===== config.mk =====
export PLATFORM = sky130hd
export DESIGN_NAME = ieee488_dev_engine
export DESIGN_NICKNAME = d
export VERILOG_FILES = /design/src/rtl/ieee488_dev_engine.sv
export SDC_FILE = /design/constraint.sdc
export NUM_CORES = 1
export LEC_CHECK = 0
export CAP_MARGIN = 30
export CORE_MARGIN = 5
export CORE_UTILIZATION = 50
export DETAILED_ROUTE_END_ITERATION = 7
export PLACE_DENSITY = 0.8
export SETUP_SLACK_MARGIN = 0.2
export SLEW_MARGIN = 20
export SYNTH_ARGS = -nofsm -noshare
export SYNTH_HDL_FRONTEND = slang
export SYNTH_SLANG_ARGS = --single-unit

===== constraint.sdc =====
create_clock -name clk -period 3.74 [get_ports clk]
set_input_delay 0.561 -clock clk [delete_from_list [all_inputs] [get_ports clk]]
set_output_delay 0.561 -clock clk [all_outputs]
set_load 0.005 [all_outputs]

===== src/rtl/ieee488_dev_engine.sv =====
// ieee488_dev_engine: device-side IEEE-488 byte engine.
// Source (talker) and acceptor (listener) sequencers for the DAV/NRFD/NDAC
// three-wire handshake. Everything advances on the 1 MHz ce strobe. All bus
// inputs are active-low. All bus outputs are open-collector contributions,
// where 1 means released.
module ieee488_dev_engine #(
    parameter int                SETTLE_CE  = 2,
    parameter int                TO_W       = 16,
    parameter logic [TO_W-1:0]   TIMEOUT_CE = 16'd64000
) (
    input  logic        clk,
    input  logic        reset_n,
    input  logic        ce,
    input  logic        talk_en,
    input  logic        listen_en,
    input  logic [7:0]  tx_data,
    input  logic        tx_eoi,
    input  logic        tx_valid,
    output logic        tx_ready,
    output logic        tx_abort,
    output logic [7:0]  rx_data,
    output logic        rx_eoi,
    output logic        rx_atn,
    output logic        rx_valid,
    input  logic        rx_ready,
    input  logic [7:0]  bus_data_i,
    input  logic        bus_atn_i,
    input  logic        bus_eoi_i,
    input  logic        bus_dav_i,
    input  logic        bus_nrfd_i,
    input  logic        bus_ndac_i,
    output logic [7:0]  bus_data_o,
    output logic        bus_eoi_o,
    output logic        bus_dav_o,
    output logic        bus_nrfd_o,
    output logic        bus_ndac_o
);

    typedef enum logic [1:0] {S_IDLE, S_SETTLE, S_WAITRDY, S_WAITACC} src_t;
    typedef enum logic [1:0] {A_IDLE, A_NRFD, A_READY, A_ACK} acc_t;

    localparam logic [TO_W-1:0] SETTLE_LAST = TO_W'((SETTLE_CE > 0) ? SETTLE_CE - 1 : 0);
    localparam logic [TO_W-1:0] TO_LAST     = TIMEOUT_CE - 1'b1;

    // ATN low means the controller is addressing devices: the talker must get off
    // the bus, and every device must listen for commands.
    logic src_act, acc_act;
    assign src_act = talk_en & bus_atn_i;
    assign acc_act = ~bus_atn_i | (listen_en & ~talk_en);

    // ---------------- source (talker) ----------------
    src_t             s_q, s_d;
    logic [TO_W-1:0]  cnt_q, cnt_d;
    logic [7:0]       txd_q, txd_d;
    logic             txe_q, txe_d;
    logic             s_accept, s_abort;

    // Source state, shared settle/timeout counter and the latched outgoing byte.
    always_ff @(posedge clk or negedge reset_n) begin
        if (!reset_n) begin
            s_q   <= S_IDLE;
            cnt_q <= '0;
            txd_q <= '0;
            txe_q <= 1'b0;
        end else begin
            s_q   <= s_d;
            cnt_q <= cnt_d;
            txd_q <= txd_d;
            txe_q <= txe_d;
        end
    end

    // Source next state. Losing talk permission always aborts, even mid-settle.
    // Otherwise a listener accept wins over a timeout that lands on the same tick.
    always_comb begin
        s_d      = s_q;
        cnt_d    = cnt_q;
        txd_d    = txd_q;
        txe_d    = txe_q;
        s_accept = 1'b0;
        s_abort  = 1'b0;
        if (ce) begin
            if (s_q != S_IDLE && !src_act) begin
                s_d     = S_IDLE;
                s_abort = 1'b1;
            end else begin
                case (s_q)
                    S_IDLE: begin
                        if (src_act && tx_valid) begin
                            txd_d = tx_data;
                            txe_d = tx_eoi;
                            s_d   = S_SETTLE;
                        end
                    end
                    S_SETTLE: begin
                        if (cnt_q == SETTLE_LAST) s_d = S_WAITRDY;
                        else                      cnt_d = cnt_q + 1'b1;
                    end
                    S_WAITRDY: begin
                        if (bus_nrfd_i && !bus_ndac_i) begin
                            s_d = S_WAITACC;
                        end else if (bus_nrfd_i && bus_ndac_i) begin
                            // Both lines are released, so nobody is listening.
                            s_d     = S_IDLE;
                            s_abort = 1'b1;
                        end else if (cnt_q == TO_LAST) begin
                            s_d     = S_IDLE;
                            s_abort = 1'b1;
                        end else begin
                            cnt_d = cnt_q + 1'b1;
                        end
                    end
                    S_WAITACC: begin
                        if (bus_ndac_i) begin
                            s_d      = S_IDLE;
                            s_accept = 1'b1;
                        end else if (cnt_q == TO_LAST) begin
                            s_d     = S_IDLE;
                            s_abort = 1'b1;
                        end else begin
                            cnt_d = cnt_q + 1'b1;
                        end
                    end
                    default: s_d = S_IDLE;
                endcase
            end
            if (s_d != s_q) cnt_d = '0;
        end
    end

    // Source outputs. DIO and EOI are driven for the whole transfer, and DAV is
    // driven only while waiting for the acceptance. The pulses are combinational
    // so tx_ready coincides with the edge that returns the FSM to IDLE. This
    // stops the same byte from being sent twice when ce is high every clock.
    always_comb begin
        bus_data_o = (s_q != S_IDLE) ? ~txd_q : 8'hFF;
        bus_eoi_o  = (s_q != S_IDLE) ? ~txe_q : 1'b1;
        bus_dav_o  = (s_q != S_WAITACC);
        tx_ready   = s_accept;
        tx_abort   = s_abort;
    end

    // ---------------- acceptor (listener) ----------------
    acc_t       a_q, a_d;
    logic [7:0] rxd_q, rxd_d;
    logic       rxe_q, rxe_d;
    logic       rxa_q, rxa_d;
    logic       rxv_q, rxv_d;

    // Acceptor state and the received-byte holding register.
    always_ff @(posedge clk or negedge reset_n) begin
        if (!reset_n) begin
            a_q   <= A_IDLE;
            rxd_q <= '0;
            rxe_q <= 1'b0;
            rxa_q <= 1'b0;
            rxv_q <= 1'b0;
        end else begin
            a_q   <= a_d;
            rxd_q <= rxd_d;
            rxe_q <= rxe_d;
            rxa_q <= rxa_d;
            rxv_q <= rxv_d;
        end
    end

    // Acceptor next state. The consumer handshake runs every clock, and the bus
    // handshake runs on ce. NRFD stays low in A_NRFD until the held byte is taken.
    always_comb begin
        a_d   = a_q;
        rxd_d = rxd_q;
        rxe_d = rxe_q;
        rxa_d = rxa_q;
        rxv_d = rxv_q;
        if (rxv_q && rx_ready) rxv_d = 1'b0;
        if (ce) begin
            if (!acc_act) begin
                a_d = A_IDLE;
            end else begin
                case (a_q)
                    A_IDLE:  a_d = A_NRFD;
                    A_NRFD:  if (!rxv_q) a_d = A_READY;
                    A_READY: begin
                        if (!bus_dav_i) begin
                            rxd_d = ~bus_data_i;
                            rxe_d = ~bus_eoi_i;
                            rxa_d = ~bus_atn_i;
                            rxv_d = 1'b1;
                            a_d   = A_ACK;
                        end
                    end
                    A_ACK:   if (bus_dav_i) a_d = A_NRFD;
                    default: a_d = A_IDLE;
                endcase
            end
        end
    end

    // Acceptor outputs. NRFD is released only in A_READY, and NDAC only in A_ACK.
    always_comb begin
        bus_nrfd_o = ~(a_q == A_NRFD || a_q == A_ACK);
        bus_ndac_o = ~(a_q == A_NRFD || a_q == A_READY);
        rx_data    = rxd_q;
        rx_eoi     = rxe_q;
        rx_atn     = rxa_q;
        rx_valid   = rxv_q;
    end

endmodule

==> results of run 1 <==
## worst paths after layout
check / startpoint / end / slack [ps] / depth (start not counted)
setup / recovery: cnt_q[4] / tx_abort / 460 / 6
hold / removal: reset_n / rx_data[4] / 210 / 1
setup reg to reg: cnt_q[1] / cnt_q[13] / 1100 / 7
hold reg to reg: rx_data[7] / rx_data[7] / 490 / 2
max in group asynchronous: reset_n / cnt_q[8] / 3060 / 2
min in group clk: rx_data[7] / rx_data[7] / 490 / 2
## cell usage after synthesis (3+ instances only)
cell      number  area share [%]
dfrtp_1       40              42
nand2_1       31             4.9
o21ai_0       17             3.6
or4_1         12             3.8
nand3_1       11             2.3
o31ai_1       10             3.2
clkbuf_1       9             1.4
inv_1          9             1.4
mux2_2         9             4.3
a21oi_1        8             1.7
a21oi_2        7             2.6
nor2_1         7             1.1
ha_1           6             3.2
nand4_1        5             1.3
o21ai_1        4            0.85
a211oi_1       3            0.95
and3_1         3            0.80
and4_1         3             1.1
buf_2          3            0.64
mux2i_1        3             1.3
o211ai_1       3            0.95
o41ai_1        3             1.1
or3_1          3            0.80
## sequential cells by signal, indices dropped and copies added (netlist names), 2 cells and up
register  count
a_q           2
cnt_q        16
rx_data       8
s_q           2
txd_q         8
## layer usage
| layer | vias to the layer above | global-route usage (%) |
|---|---|---|
| met3 | 4 | 4.20 |
| met1 | 970 | 26.9 |
| met4 | 0 | 5.24 |
| met5 | - | 0 |
| met2 | 59 | 28.8 |
| li1 | 1028 | - |
## critical path, stage by stage, from the launching register on
cell and delay (ps):
dfrtp_1 470, nand4_1 290, or4_1 700, o21ai_0 230
o31ai_1 100, nor2_1 120, clkdlybuf4s50_1 520
## stage by stage
step                cell area (um2)  std cells  hold slack [ps]  utilization, %
floorplan                      2360        247              265               -
global placement               2890        342              463            62.0
detailed placement             2900        343              470            62.1
CTS                            3020        351              417            64.9
global route                   3050        352              246            65.4
finish                         3050        352              214            65.4
## power groups by stage
stage / Combinational (mW) / Clock, mW / Sequential (mW)
floorplan: 0.350 / 0 / 0.633
global placement: 0.598 / 0 / 0.653
detailed placement: 0.614 / 0 / 0.659
CTS: 0.617 / 0.393 / 0.650
global route: 0.677 / 0.413 / 0.673
finish: 0.614 / 0.383 / 0.650
## cell type report
class	count	area, um2	area share (%)
Multi-Input combinational cell	183	1240	40.6
Sequential cell	40	1000	32.8
Timing Repair Buffer	58	583	19.1
Clock buffer	7	96.3	3.16
Tap cell	54	67.6	2.21
Inverter	9	33.8	1.11
Clock inverter	1	30.0	0.984
## cell families (layout without fill, tap and decap cells)
group | count (synthesis) | in the layout | share of synthesized area [%]
simple gates | 95 | 95 | 22.7
compound gates | 70 | 70 | 21.0
fa+ha+maj | 6 | 6 | 3.18
mux | 12 | 12 | 5.57
buf+inv | 24 | 75 | 5.09
flops | 40 | 40 | 42.4
==> impl_metrics.toml, run 1 <==
[route]
drc = 0
via_count = 2061
drtIter0Drc = 152
antenna_left = 0
avgRoutedWirePerCell_um = 15.9
dr.max_layer_used = "met4"
viasPerCell = 5.86
wl_um = 5600
wl_met3_um = 306
firstDrtPassIters = 4
dr_wl_met2_um = 2440
met1Wirelength_um = 2800

[logic_synthesis]
syn_inst = 247
yosys_warnings = 0
synth_area_um2 = 2360
ys_seq_area_share_pct = 42.4
ys.flop_type = "dfrtp_1"
ys_ff_latch = 40
async_flop_share_pct = 100
synth_edf_count = 0
synthDistinctLibCells = 49
syn_area_per_cell_um2 = 9.55
syn_nets = 282

[setup_path]
crit_required_ps = 3180
path_class = "reg2out"
cp_data_arrival_time_ps = 2720
cp-start-kind = "flop"
end_kind = "output pin"
crit_fanout = 9

[timing]
timing.setup.tns_ps = 0
relSlewSlack_pct = 48.3
grt_setup_unrepaired = "false"
tightest_slew_ps = 765
final-max-slew-violation-count = 0
fmax_ghz = 0.305
layout_setup_ws_ps = 456
post-route-min-period_ps = 3280
hold_viol_final = 0
setup_viol = 0
skew_ps = 4.12
period_share_pct = 87.8

[grt]
grt_pass1_vias = 1900
grt_max_degree = 41
grt_use_total_pct = 18.8
antenna_found_initial = 0
grt-ovfl-total = 0
grt_pass1_wl_um = 9360

[pwr]
power.share.clock_pct = 23.2
p_leak_nw = 1.22
intPower_mw = 1.14
seq_power_share_pct = 39.5
p_sw_share_pct = 30.5
power_mw = 1.65
ir_drop_mv = 0.259
comb_power_share_pct = 37.3
p_switching_mw = 0.503
p_per_area_nw_per_um2 = 540

[floorplanning]
core_area_um2 = 4660
io_pins = 54
fp.dieH_um = 78.7
start_util_pct = 50.6
die_area_um2 = 6190
dieWidth_um = 78.7
num_rows = 25

[clock_tree]
cts.repair.resized = 0
cts_tree = "built"
root_buffer = "clkbuf_8"
cts_max_level = 2
clockBufferDepth = 2
cts_buffers = 5
clock_latency_ps = 290
post_cts_buffers = 0
clkSinkCount = 40
cts_hold_buf = 0
path_clk_slew_ps = 80

[layout]
fin_nets = 332
drive_gt1_share_pct = 12.4
final_cell_mix = "52 x clkdlybuf4s50_1, 40 x dfrtp_1, 31 x nand2_1, 17 x o21ai_0, 12 x or4_1"
final_common_cell = "clkdlybuf4s50_1"
diodes = 0
syn_to_final_growth_pct = 29.3
fillers = 386

[placement]
dp_hpwl_um = 4000
gp_congestion = 0.857
io_buffer_count = 53
dp_slack_ps = 796

[outcome]
status = "complete, no violations"

[run]
cap_viol_max_count = 0

[worst_hold_path]
min_path_type = "in2async"
(Power assumes the default switching activity.)
==> run 2: changes to the inputs <==
==> constraint.sdc (replaced) <==
create_clock -name clk -period 3.2 [get_ports clk]
set_input_delay 0.48 -clock clk [delete_from_list [all_inputs] [get_ports clk]]
set_output_delay 0.48 -clock clk [all_outputs]
set_load 0.005 [all_outputs]
==> run 2 against run 1 <==
Compared with the run above:
- via count up 3.6%
- non-clock buffer count grew 6
- core utilization up 0.99 points
- critical path type unchanged
- largest power group unchanged
==> impl_metrics.toml, run 2 (synthesized netlist as in run 1, its figures left out) <==
[outcome]
status = "complete, no violations"

[floorplanning]
start_util_pct = 50.6
dieWidth_um = 78.7
num_rows = 25
die_area_um2 = 6190
core_area_um2 = 4660
io_pins = 54
fp.dieH_um = 78.7

[setup_path]
end_kind = "output pin"
r2r_slack_ps = 490
crit_required_ps = 2720
cp_data_arrival_time_ps = 2390
cp-start-kind = "flop"
crit_path_end = "tx_abort"
reg2reg_to = "cnt_q[5]"
reg2regPathDepth = 8
crit_fanout = 6
path_class = "reg2out"
path_cells = "ha_2 -> nand3_4 -> or4_4 -> o21ai_1 -> o31ai_1 -> nor2_1 -> clkdlybuf4s50_1"
rr_startpoint = "cnt_q[1]"
cp_slowest_cell = "or4_4"
slowest_delay_ps = 550
worstSetupStartpoint = "cnt_q[0]"

[timing]
fmax_ghz = 0.349
setup_viol = 0
layout_setup_ws_ps = 332
relSlewSlack_pct = 58.2
period_share_pct = 89.6
grt_setup_unrepaired = "false"
post-route-min-period_ps = 2870
hold_viol_final = 0
final-max-slew-violation-count = 0
tightest_slew_ps = 620
skew_ps = 5.12
timing.setup.tns_ps = 0

[grt]
grt_use_total_pct = 19.0
grt_max_degree = 41
grt_pass1_wl_um = 9540
grt_pass1_vias = 1981
grt-ovfl-total = 0
antenna_found_initial = 0

[layout]
utilization_pct = 66.4
final_cell_mix = "52 x clkdlybuf4s50_1, 39 x dfrtp_1, 31 x nand2_1, 15 x o21ai_0, 11 x or4_1"
syn_to_final_growth_pct = 31.2
fin_nets = 338
largest_register_ffs = 16
diodes = 0
final_common_cell = "clkdlybuf4s50_1"
top_register = "cnt_q"
drive_gt1_share_pct = 15.1

[route]
dr.max_layer_used = "met4"
drc = 0
antenna_left = 0
wl_um = 5720
dr_wl_met2_um = 2600
drtIter0Drc = 113
avgRoutedWirePerCell_um = 16.0
firstDrtPassIters = 4
wl_met3_um = 325
viasPerCell = 5.97
via_count = 2136
met1Wirelength_um = 2710

[clock_tree]
clkSinkCount = 40
cts_hold_buf = 0
root_buffer = "clkbuf_8"
cts_max_level = 2
path_clk_slew_ps = 80
cts_tree = "built"
clockBufferDepth = 2
cts_buffers = 5
clock_latency_ps = 290

[placement]
dp_hpwl_um = 3910
gp_congestion = 0.839
dp_slack_ps = 396
io_buffer_count = 53

[pwr]
ir_drop_mv = 0.245
p_per_area_nw_per_um2 = 613
p_leak_nw = 1.24

[run]
cap_viol_max_count = 0

[worst_hold_path]
min_path_type = "in2async"
[run 2: repair_timing]
action / CTS / global route
hold endpoints to repair: 0 / 0
gates cloned: 0 / 0
gates resized for setup: 2 / 5
buffers inserted: 1 / 3
endpoints found under the setup margin: 1 / 1
pin swaps: 0 / 1
[run 2: power breakdown]
part	total, mW	switching (mW)	internal (mW)
Sequential	0.758	0.105	0.653
Combinational	0.737	0.314	0.423
Clock	0.404	0.173	0.231
Total	1.90	0.591	1.31
[run 2: worst max-delay path: cells and delay by family (launching register included)]
kind	cells	cell delay, ps
simple gates	3	770
buf+inv	1	520
flops	1	370
fa+ha+maj	1	220
compound gates	2	210
[run 2: worst min path at each step]
stage                    start          to  slack (ps)  depth (start not counted)
global placement        rx_atn      rx_atn         460                          2
global route           reset_n  rx_data[3]         130                          1
CTS                    reset_n  rx_data[4]         340                          1
finish                 reset_n  rx_data[3]         110                          1
detailed placement  rx_data[4]  rx_data[4]         470                          2
floorplan              reset_n      a_q[0]         180                          0
[run 2: cell type report]
type	instances	area [um2]
Clock buffer	6	72.6
Clock inverter	2	35.0
Fill cell	386	1560
Inverter	9	33.8
Multi-Input combinational cell	183	1260
Sequential cell	40	1000
Tap cell	54	67.6
Timing Repair Buffer	64	628
[run 2: stage by stage]
| stage | std cells | hold WS [ps] | power, mW | instance area (um2) |
|---|---|---|---|---|
| final | 358 | 113 | 1.90 | 3100 |
| after global routing | 358 | 133 | 2.03 | 3100 |
| after CTS | 354 | 341 | 1.91 | 3040 |
| after detailed placement | 345 | 470 | 1.49 | 2910 |
| after global placement | 345 | 462 | 1.47 | 2910 |
| after floorplan | 247 | 184 | 1.15 | 2360 |
[run 2: metal layers]
metal	vias up	GRT usage (%)
met5	-	0
met4	0	6.99
met3	10	3.63
met2	63	29.9
met1	1017	26.2
li1	1046	-
